### config.mk
export PLATFORM = sky130hd
export DESIGN_NAME = fifo_flow_flags
export DESIGN_NICKNAME = d
export VERILOG_FILES = /design/src/rtl/fifo_flow_flags_pkg.sv /design/src/rtl/fifo_flow_flags_mem.sv /design/src/rtl/fifo_flow_flags.sv
export SDC_FILE = /design/constraint.sdc
export NUM_CORES = 1
export LEC_CHECK = 0
export CORE_MARGIN = 5
export CORE_UTILIZATION = 49
export DETAILED_ROUTE_END_ITERATION = 8
export GPL_ROUTABILITY_DRIVEN = 0
export GPL_TIMING_DRIVEN = 1
export PLACE_DENSITY = 0.71
export SETUP_SLACK_MARGIN = 0.3
export SLEW_MARGIN = 20
export SYNTH_ARGS = -nofsm -noshare
export SYNTH_HDL_FRONTEND = slang
export SYNTH_SLANG_ARGS = --single-unit
### constraint.sdc
create_clock -name clk -period 3 [get_ports clk]
set_clock_uncertainty 0.2 [all_clocks]
set_input_delay 0.45 -clock clk [delete_from_list [all_inputs] [get_ports clk]]
set_output_delay 0.45 -clock clk [all_outputs]
set_load 0.02 [all_outputs]
### src/rtl/fifo_flow_flags_pkg.sv
// Shared definitions for the flow-control FIFO: default widths (also used
// by the flow-control FSM bench) and the occupancy flag bundle.
package fifo_flow_flags_pkg;

    localparam int FIFO_DATA_WIDTH = 6;
    localparam int FIFO_ADDR_WIDTH = 3;

    // Occupancy flags, in the order the flow-control FSM consumes them.
    typedef struct packed {
        logic full;
        logic almost_full;
        logic almost_empty;
        logic empty;
    } fifo_flags_t;

    // Decode occupancy against the programmable band. A threshold of 0 for
    // almost_full, or >= depth for almost_empty, naturally pins that flag high.
    function automatic fifo_flags_t decode_flags(
        input int unsigned cnt,
        input int unsigned af,
        input int unsigned ae,
        input int unsigned depth
    );
        fifo_flags_t f;
        f.full         = (cnt == depth);
        f.almost_full  = (cnt >= af);
        f.almost_empty = (cnt <= ae);
        f.empty        = (cnt == 0);
        return f;
    endfunction

endpackage

### src/rtl/fifo_flow_flags_mem.sv
// Storage array for the FIFO: one synchronous write port and one synchronous
// read port. The array itself is never reset; only the read register is.
import fifo_flow_flags_pkg::*;

module fifo_mem #(
    parameter int DATA_WIDTH = FIFO_DATA_WIDTH,
    parameter int ADDR_WIDTH = FIFO_ADDR_WIDTH
) (
    input  logic                  i_clk,
    input  logic                  i_rst_n,
    input  logic                  i_we,
    input  logic [ADDR_WIDTH-1:0] i_waddr,
    input  logic [DATA_WIDTH-1:0] i_wdata,
    input  logic                  i_re,
    input  logic [ADDR_WIDTH-1:0] i_raddr,
    output logic [DATA_WIDTH-1:0] o_rdata
);

    localparam int DEPTH = 1 << ADDR_WIDTH;

    logic [DATA_WIDTH-1:0] r_mem [DEPTH];
    logic [DATA_WIDTH-1:0] r_rdata;

    // Write port: capture data on an accepted push.
    always_ff @(posedge i_clk) begin
        if (i_we) begin
            r_mem[i_waddr] <= i_wdata;
        end
    end

    // Read port: registered; holds its value when no read is performed.
    // A write to the same address on the same edge returns the old word.
    always_ff @(posedge i_clk or negedge i_rst_n) begin
        if (!i_rst_n) begin
            r_rdata <= '0;
        end else if (i_re) begin
            r_rdata <= r_mem[i_raddr];
        end
    end

    assign o_rdata = r_rdata;

endmodule

### src/rtl/fifo_flow_flags.sv
// Synchronous FIFO with programmable almost-full/almost-empty band, sticky
// overflow/underflow errors and a registered read port. Full and empty come
// from the occupancy count, never from a pointer compare.
//
// Handshake: a push is accepted when the FIFO is not full, or when a pop is
// accepted on the same edge; a pop is accepted only when the FIFO is not
// empty. Both decisions use the registered count, so flags never depend
// combinationally on push/pop. Popped data shows on data_out, qualified by
// valid_out, for the cycle after the pop edge.
import fifo_flow_flags_pkg::*;

module fifo_flow_flags #(
    parameter int DATA_WIDTH = FIFO_DATA_WIDTH,
    parameter int ADDR_WIDTH = FIFO_ADDR_WIDTH
) (
    input  logic                  clk,
    input  logic                  reset,
    input  logic                  push,
    input  logic [DATA_WIDTH-1:0] data_in,
    input  logic                  pop,
    output logic [DATA_WIDTH-1:0] data_out,
    output logic                  valid_out,
    input  logic [ADDR_WIDTH:0]   umbral_af,
    input  logic [ADDR_WIDTH:0]   umbral_ae,
    output logic                  full,
    output logic                  almost_full,
    output logic                  almost_empty,
    output logic                  empty,
    output logic                  error_overflow,
    output logic                  error_underflow,
    output logic [ADDR_WIDTH:0]   count
);

    localparam int DEPTH = 1 << ADDR_WIDTH;
    localparam int CNT_W = ADDR_WIDTH + 1;

    logic [ADDR_WIDTH-1:0] r_wr_ptr;
    logic [ADDR_WIDTH-1:0] r_rd_ptr;
    logic [CNT_W-1:0]      r_count;
    logic                  r_valid;
    logic                  r_err_ovf;
    logic                  r_err_unf;

    logic                  w_push_ok;
    logic                  w_pop_ok;
    fifo_flags_t           w_flags;

    // Flag decode from the count register and the live thresholds only.
    always_comb begin
        w_flags = decode_flags(32'(r_count), 32'(umbral_af), 32'(umbral_ae), DEPTH);
    end

    // Accept logic: full FIFO still takes a push if a pop frees a slot.
    always_comb begin
        w_pop_ok  = pop & ~w_flags.empty;
        w_push_ok = push & (~w_flags.full | pop);
    end

    // Pointer and occupancy registers.
    always_ff @(posedge clk or negedge reset) begin
        if (!reset) begin
            r_wr_ptr <= '0;
            r_rd_ptr <= '0;
            r_count  <= '0;
        end else begin
            if (w_push_ok) begin
                r_wr_ptr <= r_wr_ptr + ADDR_WIDTH'(1);
            end
            if (w_pop_ok) begin
                r_rd_ptr <= r_rd_ptr + ADDR_WIDTH'(1);
            end
            case ({w_push_ok, w_pop_ok})
                2'b10:   r_count <= r_count + CNT_W'(1);
                2'b01:   r_count <= r_count - CNT_W'(1);
                default: r_count <= r_count;
            endcase
        end
    end

    // valid_out marks the cycle after an accepted pop.
    always_ff @(posedge clk or negedge reset) begin
        if (!reset) begin
            r_valid <= 1'b0;
        end else begin
            r_valid <= w_pop_ok;
        end
    end

    // Sticky error bits; only reset clears them.
    always_ff @(posedge clk or negedge reset) begin
        if (!reset) begin
            r_err_ovf <= 1'b0;
            r_err_unf <= 1'b0;
        end else begin
            if (push & ~w_push_ok) begin
                r_err_ovf <= 1'b1;
            end
            if (pop & w_flags.empty) begin
                r_err_unf <= 1'b1;
            end
        end
    end

    fifo_mem #(
        .DATA_WIDTH (DATA_WIDTH),
        .ADDR_WIDTH (ADDR_WIDTH)
    ) u_mem (
        .i_clk   (clk),
        .i_rst_n (reset),
        .i_we    (w_push_ok),
        .i_waddr (r_wr_ptr),
        .i_wdata (data_in),
        .i_re    (w_pop_ok),
        .i_raddr (r_rd_ptr),
        .o_rdata (data_out)
    );

    assign valid_out       = r_valid;
    assign full            = w_flags.full;
    assign almost_full     = w_flags.almost_full;
    assign almost_empty    = w_flags.almost_empty;
    assign empty           = w_flags.empty;
    assign error_overflow  = r_err_ovf;
    assign error_underflow = r_err_unf;
    assign count           = r_count;

endmodule

Yosys cells after proc, flatten, opt, wreduce, memory -nomap -nowiden
Memories as Yosys holds them, arrays and structs flattened. A register that Yosys moved wholly into a read port is not among the register bits. Index checks and enable logic that the tools add are counted.

Register bits after elaboration: 13. Memory bits (writable): 48. Input port bits: 18. Word-level logic and storage cells: 30. Memories kept: 1.

Add/subtract/negate cells: 4. $lt $le $gt $ge: 2. Eq/ne operators: 3. Multiplexer cells: 3. Bitwise operators: 8. Reduce and logical (&&, ||, !) cells: 3.

Memory list: u_mem.r_mem (words 8, width 6, rd ports 1, clocked after memory_dff 1, write ports 1, line fifo_flow_flags_mem.sv:21) `logic [DATA_WIDTH-1:0] r_mem [DEPTH];`.

Operators with widths (number): $pmux W4 S2 (1); $add A3 B1 Y3 const B (2); $add A4 B1 Y4 const B (1); $and A1 B1 Y1 (4); $eq A4 B4 Y1 const B (1); $ge A4 B4 Y1 (1); $le A4 B4 Y1 (1); $logic_not A4 Y1 (1); $sub A4 B1 Y4 const B (1); $not A1 Y1 (3); $eq A2 B1 Y1 const B (1); $eq A2 B2 Y1 const B (1); $mux W1 (2); $reduce_bool A2 Y1 (1); $logic_not A1 Y1 (1); $or A1 B1 Y1 (1).

Longest topological paths before layout
Gate-level depths: netlist of run 1.

Depth after elaboration: 6. Gate-level depth with buffers: 10. Depth with buffers taken out: 10.

Hierarchy
Synthesis of run 1 repeated with hierarchy kept, for this count alone.

Cells, all modules: 204. Area total of the unflattened synthesis: 2962.8 µm².

Modules (own cells, without submodules): fifo_mem (times used 1, cells an instance 124, area an instance 2147.1 µm², sequential area each 1591.5 µm²); fifo_flow_flags (times used 1, cells an instance 80, area an instance 815.8 µm², sequential area each 325.3 µm²).

Worst setup path before layout of run 1
OpenSTA, ideal clock, no wires.

Path type: flip-flop to flip-flop. From: register r_count[1] (netlist: count[1]). To: register r_count[2] (netlist: count[2]). Library setup time: 139 ps. Arrival time: 2575 ps. Required time: 2661 ps. Slack: 86 ps. Stages on the path, launching flop included: 11. Path buffers: 0. Path through: dfrtp_1 > nor4_2 > nand2b_1 > inv_2 > ha_1 > xor2_1 > ha_1 > a21oi_1 > xor2_1 > nor2_1 > xor2_1.

Elaborated cells between the ends (all ways): 13. Those cells by class: add/sub: 2; eq/ne: 3; mux: 1; bitwise: 5; reduce/logical: 2.

RTL lines: from (decl) (line fifo_flow_flags.sv:39) `logic [CNT_W-1:0] r_count;`; from (signal assigned) (line fifo_flow_flags.sv:73) `2'b10: r_count <= r_count + CNT_W'(1);`; from (signal assigned) (line fifo_flow_flags.sv:74) `2'b01: r_count <= r_count - CNT_W'(1);`; from (signal assigned) (line fifo_flow_flags.sv:75) `default: r_count <= r_count;`; $logic_not A4 Y1 * (line fifo_flow_flags_pkg.sv:28) `f.empty = (cnt == 0);`; named net empty (line fifo_flow_flags.sv:28) `output logic empty,`; $not A1 Y1 * (line fifo_flow_flags.sv:55) `w_pop_ok = pop & ~w_flags.empty;`; $and A1 B1 Y1 * (line fifo_flow_flags.sv:55); named net u_mem.i_re (line fifo_flow_flags_mem.sv:14) `input logic i_re,`; $eq A2 B1 Y1 or $eq A2 B2 Y1 (tied branches) (line fifo_flow_flags.sv:72) `case ({w_push_ok, w_pop_ok})`; $pmux W4 S2 or $reduce_bool A2 Y1 (tied branches).

Mark *: on every way through the listed nets, which the timed path passes. The rest lies on a longest branch. A chain may end at the register's enable or synchronous reset.

Worst setup path after layout of run 1
From: input port umbral_ae[1]. To: output port almost_empty.

Word-level cells in the longest chain between the ends: 1.

Ends and longest elaborated chain: from (decl) (line fifo_flow_flags.sv:24) `input logic [ADDR_WIDTH:0] umbral_ae,`; $le A4 B4 Y1 (line fifo_flow_flags_pkg.sv:27) `f.almost_empty = (cnt <= ae);`; to (decl) (line fifo_flow_flags.sv:27) `output logic almost_empty,`.

No other way between the ends.

==> results of run 1 <==
[critical path: cells and delay by family]
family,cells,cell delay [ns]
buffers and inverters,3,0.65
AND/OR/NAND/NOR,1,0.13
adder cells (fa/ha/maj),1,0.29
AO/OA/AOI/OAI,3,0.44
[metal layers]
| metal | part of all wire | track usage |
|---|---|---|
| met2 | 0.52 | 0.270 |
| met1 | 0.42 | 0.195 |
| met3 | 0.041 | 0.0564 |
| met5 | 0 | 0 |
| met4 | 0.017 | 0.0572 |
[worst max-delay path by stage]
| stage | from | endpoint | depth (start not counted) |
|---|---|---|---|
| finish | umbral_ae[1] | almost_empty | 8 |
| global route | count[1] | count[3] | 8 |
| CTS | umbral_af[0] | almost_full | 7 |
| detailed placement | umbral_ae[1] | almost_empty | 8 |
| global placement | umbral_ae[1] | almost_empty | 8 |
| floorplan | count[0] | count[2] | 10 |
[Yosys cell counts]
master    number  share of area
o22ai_1        6          0.013
nor4b_1        1         0.0030
nor2b_1        2         0.0042
inv_1          8          0.010
nor4_2         1         0.0042
inv_6          1         0.0030
nor4_1         1         0.0021
dfrtp_1       19           0.16
a21oi_1        2         0.0034
buf_4          2         0.0051
o41ai_1        1         0.0030
nand4_1        1         0.0021
a41oi_1        1         0.0030
a21o_1         5          0.013
buf_6          2         0.0076
mux2_1         6          0.023
xnor2_1        5          0.015
o21ai_0        1         0.0017
nand2b_1       5          0.011
o21a_4         1         0.0051
or4b_4         1         0.0047
o21ai_1        6          0.010
inv_2          1         0.0013
xor2_1         4          0.012
nor3_1         5         0.0085
nor2_1         6         0.0076
mux2i_1       12          0.041
nand2_2        2         0.0042
mux2_2         7          0.027
and3b_1        1         0.0030
edfxtp_1      48           0.49
ha_1          13          0.055
a221o_1        6          0.020
o21a_1         2         0.0051
nand2_1       15          0.019
[state kept, by name (all words and copies together), names as in the netlist]
signal	flops
u_mem.o_rdata	6
u_mem.r_mem	48
r_wr_ptr	3
r_rd_ptr	3
count	4
error_underflow	1
valid_out	1
error_overflow	1
[cells by family after synthesis]
group / Yosys count / share of synthesized area
AOI/OAI and AO/OA: 31 / 0.0772
xor gates and xnor gates: 9 / 0.0267
adders and majority gates: 13 / 0.0552
buffers and inverters: 14 / 0.0272
DFF: 67 / 0.650
muxes: 25 / 0.0904
and+or+nand+nor: 41 / 0.0734
[metrics by stage]
stage	total power [mW]	TNS (ns)
floorplan	2.30	0
global placement	2.79	-0.0774
detailed placement	2.83	-0.134
CTS	3.53	0
global route	3.73	0
finish	3.51	0
[timing repair]
action	4_1_cts	5_1_grt
endpoints found under the setup margin	4	5
hold buffers	0	0
gates resized for setup	11	6
gates cloned	0	0
buffers inserted	1	0
pin swaps	0	1
[area by class of cell]
| cell class | count | area [sq um] | area share |
|---|---|---|---|
| tap | 75 | 93.8 | 0.0256 |
| multi-input combinational | 119 | 987 | 0.269 |
| clock inverter | 6 | 56.3 | 0.0153 |
| timing repair buffer | 49 | 444 | 0.121 |
| inverter | 10 | 42.5 | 0.0116 |
| sequential | 67 | 1920 | 0.523 |
| clock buffer | 10 | 128 | 0.0348 |
[power by group]
part	switching, mW	leakage, nW	internal [mW]
clock network	0.323	0.0935	0.376
logic	0.758	0.696	0.685
registers	0.138	0.656	1.23
total	1.22	1.45	2.29
==> reports/results.ini, run 1 <==
[hold_path]
hold_class = in -> async

[power]
p_per_area_mw_per_mm2 = 955
leakage_nw = 1.45
ir_worst_vdd_uv = 545

[status]
status = complete, no violations

[yosys]
yosysUniqueCellTypes = 35
synthCells = 200
yosysWarnings = 0
ys_seq_elements = 67
synthesis.area_sq_mm = 0.00295
seq_area_frac_synth = 0.650
syn_nets = 231
synth_area_per_cell_sq_um = 14.7

[sta]
timing_hold_violations_final = 0
fin_crit_ns = 2.61
rsz0062_at_grt = no
setup_slack_ns = 0.392
setup_viol = 0
maxSlewViolCount = 0
fmax_ghz = 0.384
worst_hold_slack_ns = 0.257
relSlewSlack = 0.679
post-route-period-util = 0.869
tightest_slew_ns = 0.480

[critical_path]
crit_path_max_fanout = 2
slowest_stage = clkdlybuf4s50_1
timing.rr.end = count[2]
path_class = in -> out
cpPeakStageDelay_ns = 0.45
start_kind = primary input
rr_startpoint = count[1]
cp.required_ns = 2.35
r2r_cells = 10
crit_chain = clkdlybuf4s50_1, inv_1, ha_1, nor2b_1, o21a_1, o21a_1, o21ai_1, buf_4
critPathCaptureType = output pin
arrival_ns = 1.96
r2r_slack_ns = 0.40
crit_path_frequent_cell = o21a_1

[layout]
fin_area_sq_mm = 0.00367
layout.cells.non_filler = 336
fillers = 458
drive_gt1_frac = 0.195
final_common_cell = edfxtp_1
utilization = 0.624
nNetsFinal = 287
syn_to_final_growth_pct = 24.5
final_cell_mix = 48 x edfxtp_1, 31 x clkdlybuf4s50_1, 17 x dfrtp_1
antenna_cells = 0

[die]
die_h_microns = 87.6
core-area_sq_mm = 0.00589
start_util = 0.501
die_w_microns = 87.6
io_pins = 35
dieArea_sq_mm = 0.00767
std_cell_rows = 28

[drt]
wl_per_cell_microns = 16.6
drtAntennaViolNets = 0
via_per_inst = 5.31
vias = 1784
first_iter_violations = 78
route.detailed.drc = 0
routed_wl_microns = 5590
drt_first_pass_iters = 4

[clock_network]
clkLatencyLatePin_ns = 0.34
cts_tree = done
root_buffer = clkbuf_8
clk_pin_slew_ns = 0.07
clockBufferDepth = 2
htree_levels = 3
cts_sinks = 67
numCtsBuffers = 9

[run]
drv_cap = 0

[grt]
grt.total_usage = 0.162
grt_pass1_wl_microns = 8950
antenna_found_initial = 0
grt_start_max_net_pins = 27
grt_pass1_vias = 1781
grt_overflow_total = 0

[place]
dp_hpwl_microns = 3810
place_inst = 319
place_area_sq_mm = 0.00347
place_ws_ns = -0.134
io_buffers = 34

Power figures use the tool's default switching activity.
==> inputs of run 2 (changes only) <==
--- a/config.mk
+++ b/config.mk
@@ -6,11 +6,10 @@
 export NUM_CORES = 1
 export LEC_CHECK = 0
 export CORE_MARGIN = 5
-export CORE_UTILIZATION = 49
+export CORE_UTILIZATION = 40
 export DETAILED_ROUTE_END_ITERATION = 8
 export GPL_ROUTABILITY_DRIVEN = 0
-export GPL_TIMING_DRIVEN = 1
-export PLACE_DENSITY = 0.71
+export GPL_TIMING_DRIVEN = 0
 export SETUP_SLACK_MARGIN = 0.3
 export SLEW_MARGIN = 20
 export SYNTH_ARGS = -nofsm -noshare
==> constraint.sdc (replaced) <==
create_clock -name clk -period 2.7 [get_ports clk]
set_clock_uncertainty 0.2 [all_clocks]
set_input_delay 0.405 -clock clk [delete_from_list [all_inputs] [get_ports clk]]
set_output_delay 0.405 -clock clk [all_outputs]
set_load 0.02 [all_outputs]
==> reports/results.ini, run 2 (same netlist as run 1, synthesis figures left out) <==
[layout]
final_common_cell = edfxtp_1
nNetsFinal = 290  ; +1.0%
layout.cells.non_filler = 363  ; +8.0%
fin_area_sq_mm = 0.00385  ; +4.8%
final_cell_mix = 48 x edfxtp_1, 28 x clkdlybuf4s50_1, 15 x nand2_1, 15 x buf_4, 15 x dfrtp_1
largest_reg_flops = 48  ; unchanged
antenna_cells = 0  ; unchanged
drive_gt1_frac = 0.265  ; +0.0697
syn_to_final_growth_pct = 30.5
fillers = 640  ; +40%
top_register = u_mem.r_mem

[place]
place_area_sq_mm = 0.00345  ; -0.43%
io_buffers = 34  ; unchanged
place_inst = 333  ; +4.4%
dp_hpwl_microns = 4030  ; +5.9%

[critical_path]
arrival_ns = 2.59  ; +0.63 ns
r2r_cells = 11  ; +1
start_kind = flip-flop
crit_path_max_fanout = 3  ; +1
cp.required_ns = 2.72  ; +0.37 ns
timing.rr.end = count[2]
r2r_slack_ns = 0.13  ; -0.27 ns
rr_startpoint = count[0]
path_class = reg -> reg
critPathCaptureType = flip-flop

[grt]
grt_pass1_wl_microns = 9310  ; +4.0%
antenna_found_initial = 0  ; unchanged
grt_pass1_vias = 1763  ; -1.0%
grt_overflow_total = 0  ; unchanged
grt_start_max_net_pins = 20  ; -26%
grt.total_usage = 0.141  ; -0.0203

[sta]
worst_hold_slack_ns = 0.261  ; +0.00442 ns
rsz0062_at_grt = yes
relSlewSlack = 0.414  ; -0.265
fmax_ghz = 0.390
tightest_slew_ns = 0.876  ; +0.396 ns
setup_viol = 0  ; unchanged
maxSlewViolCount = 0  ; unchanged
fin_crit_ns = 2.57
timing_hold_violations_final = 0  ; unchanged
post-route-period-util = 0.950

[drt]
vias = 1781  ; -0.17%
route.detailed.drc = 0  ; unchanged
drt_first_pass_iters = 4  ; unchanged
drtAntennaViolNets = 0  ; unchanged
first_iter_violations = 86  ; +10%
routed_wl_microns = 5970  ; +6.9%
wl_per_cell_microns = 16.4  ; -1.1%
via_per_inst = 4.91  ; -7.6%

[clock_network]
root_buffer = clkbuf_8
cts_tree = done
clockBufferDepth = 2  ; unchanged
cts_sinks = 67  ; unchanged
htree_levels = 3  ; unchanged
numCtsBuffers = 9  ; unchanged
clkLatencyLatePin_ns = 0.34  ; about the same
clk_pin_slew_ns = 0.07  ; about the same

[die]
die_w_microns = 95.9  ; +9.5%
io_pins = 35  ; unchanged
std_cell_rows = 31  ; +11%
die_h_microns = 95.9  ; +9.5%
dieArea_sq_mm = 0.00919  ; +20%
start_util = 0.409  ; -0.0923
core-area_sq_mm = 0.00721  ; +23%

[hold_path]
hold_class = reg -> reg
hold_start = error_overflow
hold_depth = 1
worstHoldEndpoint = error_overflow

[run]
drv_cap = 0  ; unchanged

[power]
p_per_area_mw_per_mm2 = 1090  ; +15%
p_total_mw = 4.21  ; +20%
leakage_nw = 1.51  ; +4.1%
ir_worst_vdd_uv = 343  ; -37%

[status]
status = complete, no violations

-- run 2: changes by cell type in the layout (fill, tap and decap cells not counted), moves of 2 or more --
| cell | previous run | this run |
|---|---|---|
| nor3_2 | 0 | 4 |
| nor3_1 | 5 | 1 |
| buf_6 | 0 | 5 |
| clkinv_4 | 0 | 2 |
| clkinv_2 | 3 | 1 |
| ha_1 | 12 | 10 |
| dfrtp_2 | 2 | 4 |
| dfrtp_1 | 17 | 15 |
| clkdlybuf4s50_1 | 31 | 28 |
-- run 2: worst max path at each step --
stage            startpoint           end  slack, ns  depth (start not counted)
6_report           count[0]      count[2]       0.13                         11
3_5_place_dp   umbral_ae[1]  almost_empty      -0.33                          8
5_1_grt            count[0]      count[2]       0.05                         11
3_3_place_gp   umbral_ae[1]  almost_empty      -0.31                          8
2_1_floorplan      count[0]      count[2]       0.14                         10
4_1_cts        umbral_ae[1]  almost_empty       0.15                          8
-- run 2: report_power, final --
group | total (mW) | internal (mW) | switching (mW)
clock | 0.916 | 0.522 | 0.394
sequential | 1.54 | 1.37 | 0.172
combinational | 1.76 | 0.866 | 0.890
total | 4.21 | 2.75 | 1.46
-- run 2: per-layer routing --
| metal | vias up | global-route usage | share of wire |
|---|---|---|---|
| met5 | - | 0 | 0 |
| met4 | 0 | 0.0616 | 0.013 |
| met3 | 7 | 0.0305 | 0.031 |
| met2 | 23 | 0.236 | 0.52 |
| met1 | 878 | 0.176 | 0.44 |
| li1 | 873 | - | - |
-- run 2: area by class of cell --
cell class              instances  area, sq um  area share
clock inverters                 6         90.1      0.0234
repair buffers                 48          447       0.116
inverters                      10         47.5      0.0124
flip-flops and latches         67         1920       0.499
multi-input cells             119         1050       0.274
clock buffers                  10          128      0.0332
plain buffers                   4         37.5     0.00975
well taps                      99          124      0.0322
-- run 2: per-stage QoR --
step	setup WS, ns	TNS [ns]	utilization
floorplan	0.145	0	-
global placement	-0.306	-2.46	0.478
detailed placement	-0.328	-0.994	0.479
CTS	0.153	0	0.526
global route	0.0504	0	0.533
finish	0.135	0	0.533
-- run 2: repair_timing --
action                     in CTS  in global routing
hold buffers                    0                  0
buffers inserted               11                  3
pin swaps                      12                  6
setup endpoints to repair       7                 30
gates resized for setup        26                 11
gates cloned                    0                  0
-- run 2: critical path, stage by stage (launching register included) --
cell     delay [ns]
dfrtp_2        0.41
buf_6          0.13
or4b_4         0.50
o21a_4         0.24
inv_8          0.07
ha_4           0.13
xor2_1         0.15
ha_2           0.19
a21oi_2        0.04
xor2_1         0.17
nor2_1         0.07
xor2_1         0.15
==> inputs of run 3 (changes only) <==
--- a/config.mk
+++ b/config.mk
@@ -5,11 +5,13 @@
 export SDC_FILE = /design/constraint.sdc
 export NUM_CORES = 1
 export LEC_CHECK = 0
+export ABC_AREA = 1
 export CORE_MARGIN = 5
-export CORE_UTILIZATION = 40
+export CORE_UTILIZATION = 50
 export DETAILED_ROUTE_END_ITERATION = 8
 export GPL_ROUTABILITY_DRIVEN = 0
 export GPL_TIMING_DRIVEN = 0
+export PLACE_DENSITY = 0.72
 export SETUP_SLACK_MARGIN = 0.3
 export SLEW_MARGIN = 20
 export SYNTH_ARGS = -nofsm -noshare
==> constraint.sdc (replaced) <==
create_clock -name clk -period 2.8 [get_ports clk]
set_clock_uncertainty 0.2 [all_clocks]
set_input_delay 0.42 -clock clk [delete_from_list [all_inputs] [get_ports clk]]
set_output_delay 0.42 -clock clk [all_outputs]
set_load 0.02 [all_outputs]
==> reports/results.ini, run 3 <==
[status]
status = complete, no violations

[yosys]
synthesis.area_sq_mm = 0.00305  ; +3.4%
ys_seq_elements = 67  ; unchanged
synth_top_area_cell = edfxtp_1
ys_top_cells_by_count = 61 x nor2_1, 48 x edfxtp_1, 37 x nand2_1
yosysWarnings = 0  ; unchanged
synth_edf_count = 48  ; unchanged
async_reset_ff_frac = 0.284  ; unchanged
synth_ff_type = edfxtp_1
synth.top_cell.area_share = 0.473  ; -0.0160
synthCells = 284  ; +42%
synth_area_leaders = edfxtp_1 47%, dfrtp_1 16%, nor2_1 7.5%
yosysUniqueCellTypes = 30  ; -14%
synth_area_per_cell_sq_um = 10.7  ; -27%
syn_nets = 315  ; +36%
yosysMostFrequentCell = nor2_1
seq_area_frac_synth = 0.629  ; -0.0213

[sta]
relSlewSlack = 0.403  ; -0.0111
tns_ns = 0  ; unchanged
fmax_ghz = 0.420
setup_slack_ns = 0.419  ; +0.284 ns
rsz0062_at_grt = yes
setup_viol = 0  ; unchanged
tightest_slew_ns = 0.892  ; +0.0166 ns
maxSlewViolCount = 0  ; unchanged
timing_hold_violations_final = 0  ; unchanged
post-route-period-util = 0.850
fin_crit_ns = 2.38

[critical_path]
start_kind = flip-flop
cp_num_buf_inv = 2  ; unchanged
crit_path_max_fanout = 8  ; +5
cpPeakStageDelay_ns = 0.60  ; +0.10 ns
crit_chain = nor2_4, nand3_2, inv_2, clkdlybuf4s50_1
cp.required_ns = 2.18  ; -0.54 ns
cp_top_family = buffers and inverters
rr_startpoint = count[1]
critPathCaptureType = output pin
arrival_ns = 1.76  ; -0.83 ns
slowest_stage = clkdlybuf4s50_1
path_class = reg -> out
crit_start = count[1]

[layout]
largest_reg_flops = 48  ; unchanged
nNetsFinal = 360  ; +24%
final_cell_mix = 61 x nor2_1, 48 x edfxtp_1, 37 x nand2_1
top_register = u_mem.r_mem
drive_gt1_frac = 0.126  ; -0.139
syn_to_final_growth_pct = 21.5
layout.cells.non_filler = 409  ; +13%
antenna_cells = 0  ; unchanged
final_common_cell = nor2_1

[drt]
first_iter_violations = 187  ; +120%
routed_wl_microns = 6120  ; +2.4%
drt_first_pass_iters = 5  ; +1
drtAntennaViolNets = 0  ; unchanged
via_per_inst = 5.17  ; +5.4%
route.detailed.drc = 0  ; unchanged
wl_per_cell_microns = 15.0  ; -9.1%
vias = 2115  ; +19%

[grt]
grt.total_usage = 0.175  ; +0.0337
grt_overflow_total = 0  ; unchanged
grt_pass1_vias = 2002  ; +14%
grt_pass1_wl_microns = 10000  ; +7.9%
grt_start_max_net_pins = 20  ; unchanged
antenna_found_initial = 0  ; unchanged

[die]
core-area_sq_mm = 0.00592  ; -18%
start_util = 0.515  ; +0.106
io_pins = 35  ; unchanged
dieArea_sq_mm = 0.00776  ; -16%
die_h_microns = 88.1  ; -8.1%
die_w_microns = 88.1  ; -8.1%
std_cell_rows = 28  ; -9.7%

[power]
p_per_area_mw_per_mm2 = 1070  ; -2.1%
ir_worst_vdd_uv = 525  ; +53%
leakage_nw = 1.51  ; +0.60%

[place]
io_buffers = 34  ; unchanged
place_inst = 393  ; +18%
place_ws_ns = 0.0426  ; +0.371 ns
dp_hpwl_microns = 4160  ; +3.4%

[clock_network]
root_buffer = clkbuf_8
clockBufferDepth = 2  ; unchanged
clkLatencyLatePin_ns = 0.35  ; about the same
htree_levels = 3  ; unchanged
cts_sinks = 67  ; unchanged
clk_pin_slew_ns = 0.08  ; about the same
cts_tree = done
numCtsBuffers = 9  ; unchanged

[hold_path]
hold_start = u_mem.o_rdata[5]
hold_class = reg -> reg

[run]
drv_cap = 0  ; unchanged

## run 3: routing by layer
layer | part of all wire | global-route usage | vias to the layer above
met1 | 0.46 | 0.242 | 963
met2 | 0.45 | 0.275 | 92
li1 | - | - | 1046
met5 | 0 | 0 | -
met3 | 0.071 | 0.0348 | 14
met4 | 0.017 | 0.0659 | 0
## run 3: worst min-delay path: stages, from the launching register on
cell     delay [ns]
dfrtp_1        0.35
nand2_1        0.05
nand2_1        0.05
## run 3: cell type report
class                      instances  area (sq um)
clock inverter                     7           100
buffer                             8          73.8
inverter                          25          93.8
tap                               75          93.8
sequential                        67          1920
clock buffer                       9           124
multi-input combinational        184           970
fill                             462          2220
timing repair buffer              34           329
## run 3: per-stage QoR
| step | hold WS (ns) | total power [mW] | area [sq um] | util |
|---|---|---|---|---|
| 2_1_floorplan | -0.0756 | 2.52 | 3050 | - |
| 3_3_place_gp | 0.257 | 3.04 | 3480 | 0.588 |
| 3_5_place_dp | 0.265 | 3.10 | 3480 | 0.588 |
| 4_1_cts | 0.285 | 3.97 | 3700 | 0.626 |
| 5_1_grt | 0.301 | 4.24 | 3700 | 0.626 |
| 6_report | 0.280 | 3.96 | 3700 | 0.626 |
## run 3: what timing repair did
action / in CTS / in global routing
buffers inserted: 0 / 0
resized for setup: 3 / 8
setup endpoints to repair: 3 / 4
hold buffers: 0 / 0
## run 3: cells by family (layout without fill, tap and decap cells)
family,Yosys count,in the layout,share of synthesized area
buffers and inverters,33,83,0.0550
flip-flops,67,67,0.629
adder cells (fa/ha/maj),13,13,0.0533
AO/OA/AOI/OAI,37,37,0.0652
AND/OR/NAND/NOR,129,129,0.181
XOR/XNOR,5,5,0.0168
## run 3: path summary, 6_finish.rpt
path	endpoint	slack, ns	cells after the start
max in group asynchronous	count[1]	1.41	1
worst max register to register	count[2]	0.43	13
min in group asynchronous	r_wr_ptr[2]	0.38	1
worst min register to register	u_mem.o_rdata[5]	0.28	2
worst max-delay path	empty	0.42	4
worst min-delay path	u_mem.o_rdata[5]	0.28	2
## run 3: power breakdown
part	internal [mW]	switching [mW]	total (mW)
Combinational	0.648	0.940	1.59
Sequential	1.29	0.181	1.47
Clock	0.509	0.395	0.903
Total	2.45	1.52	3.96
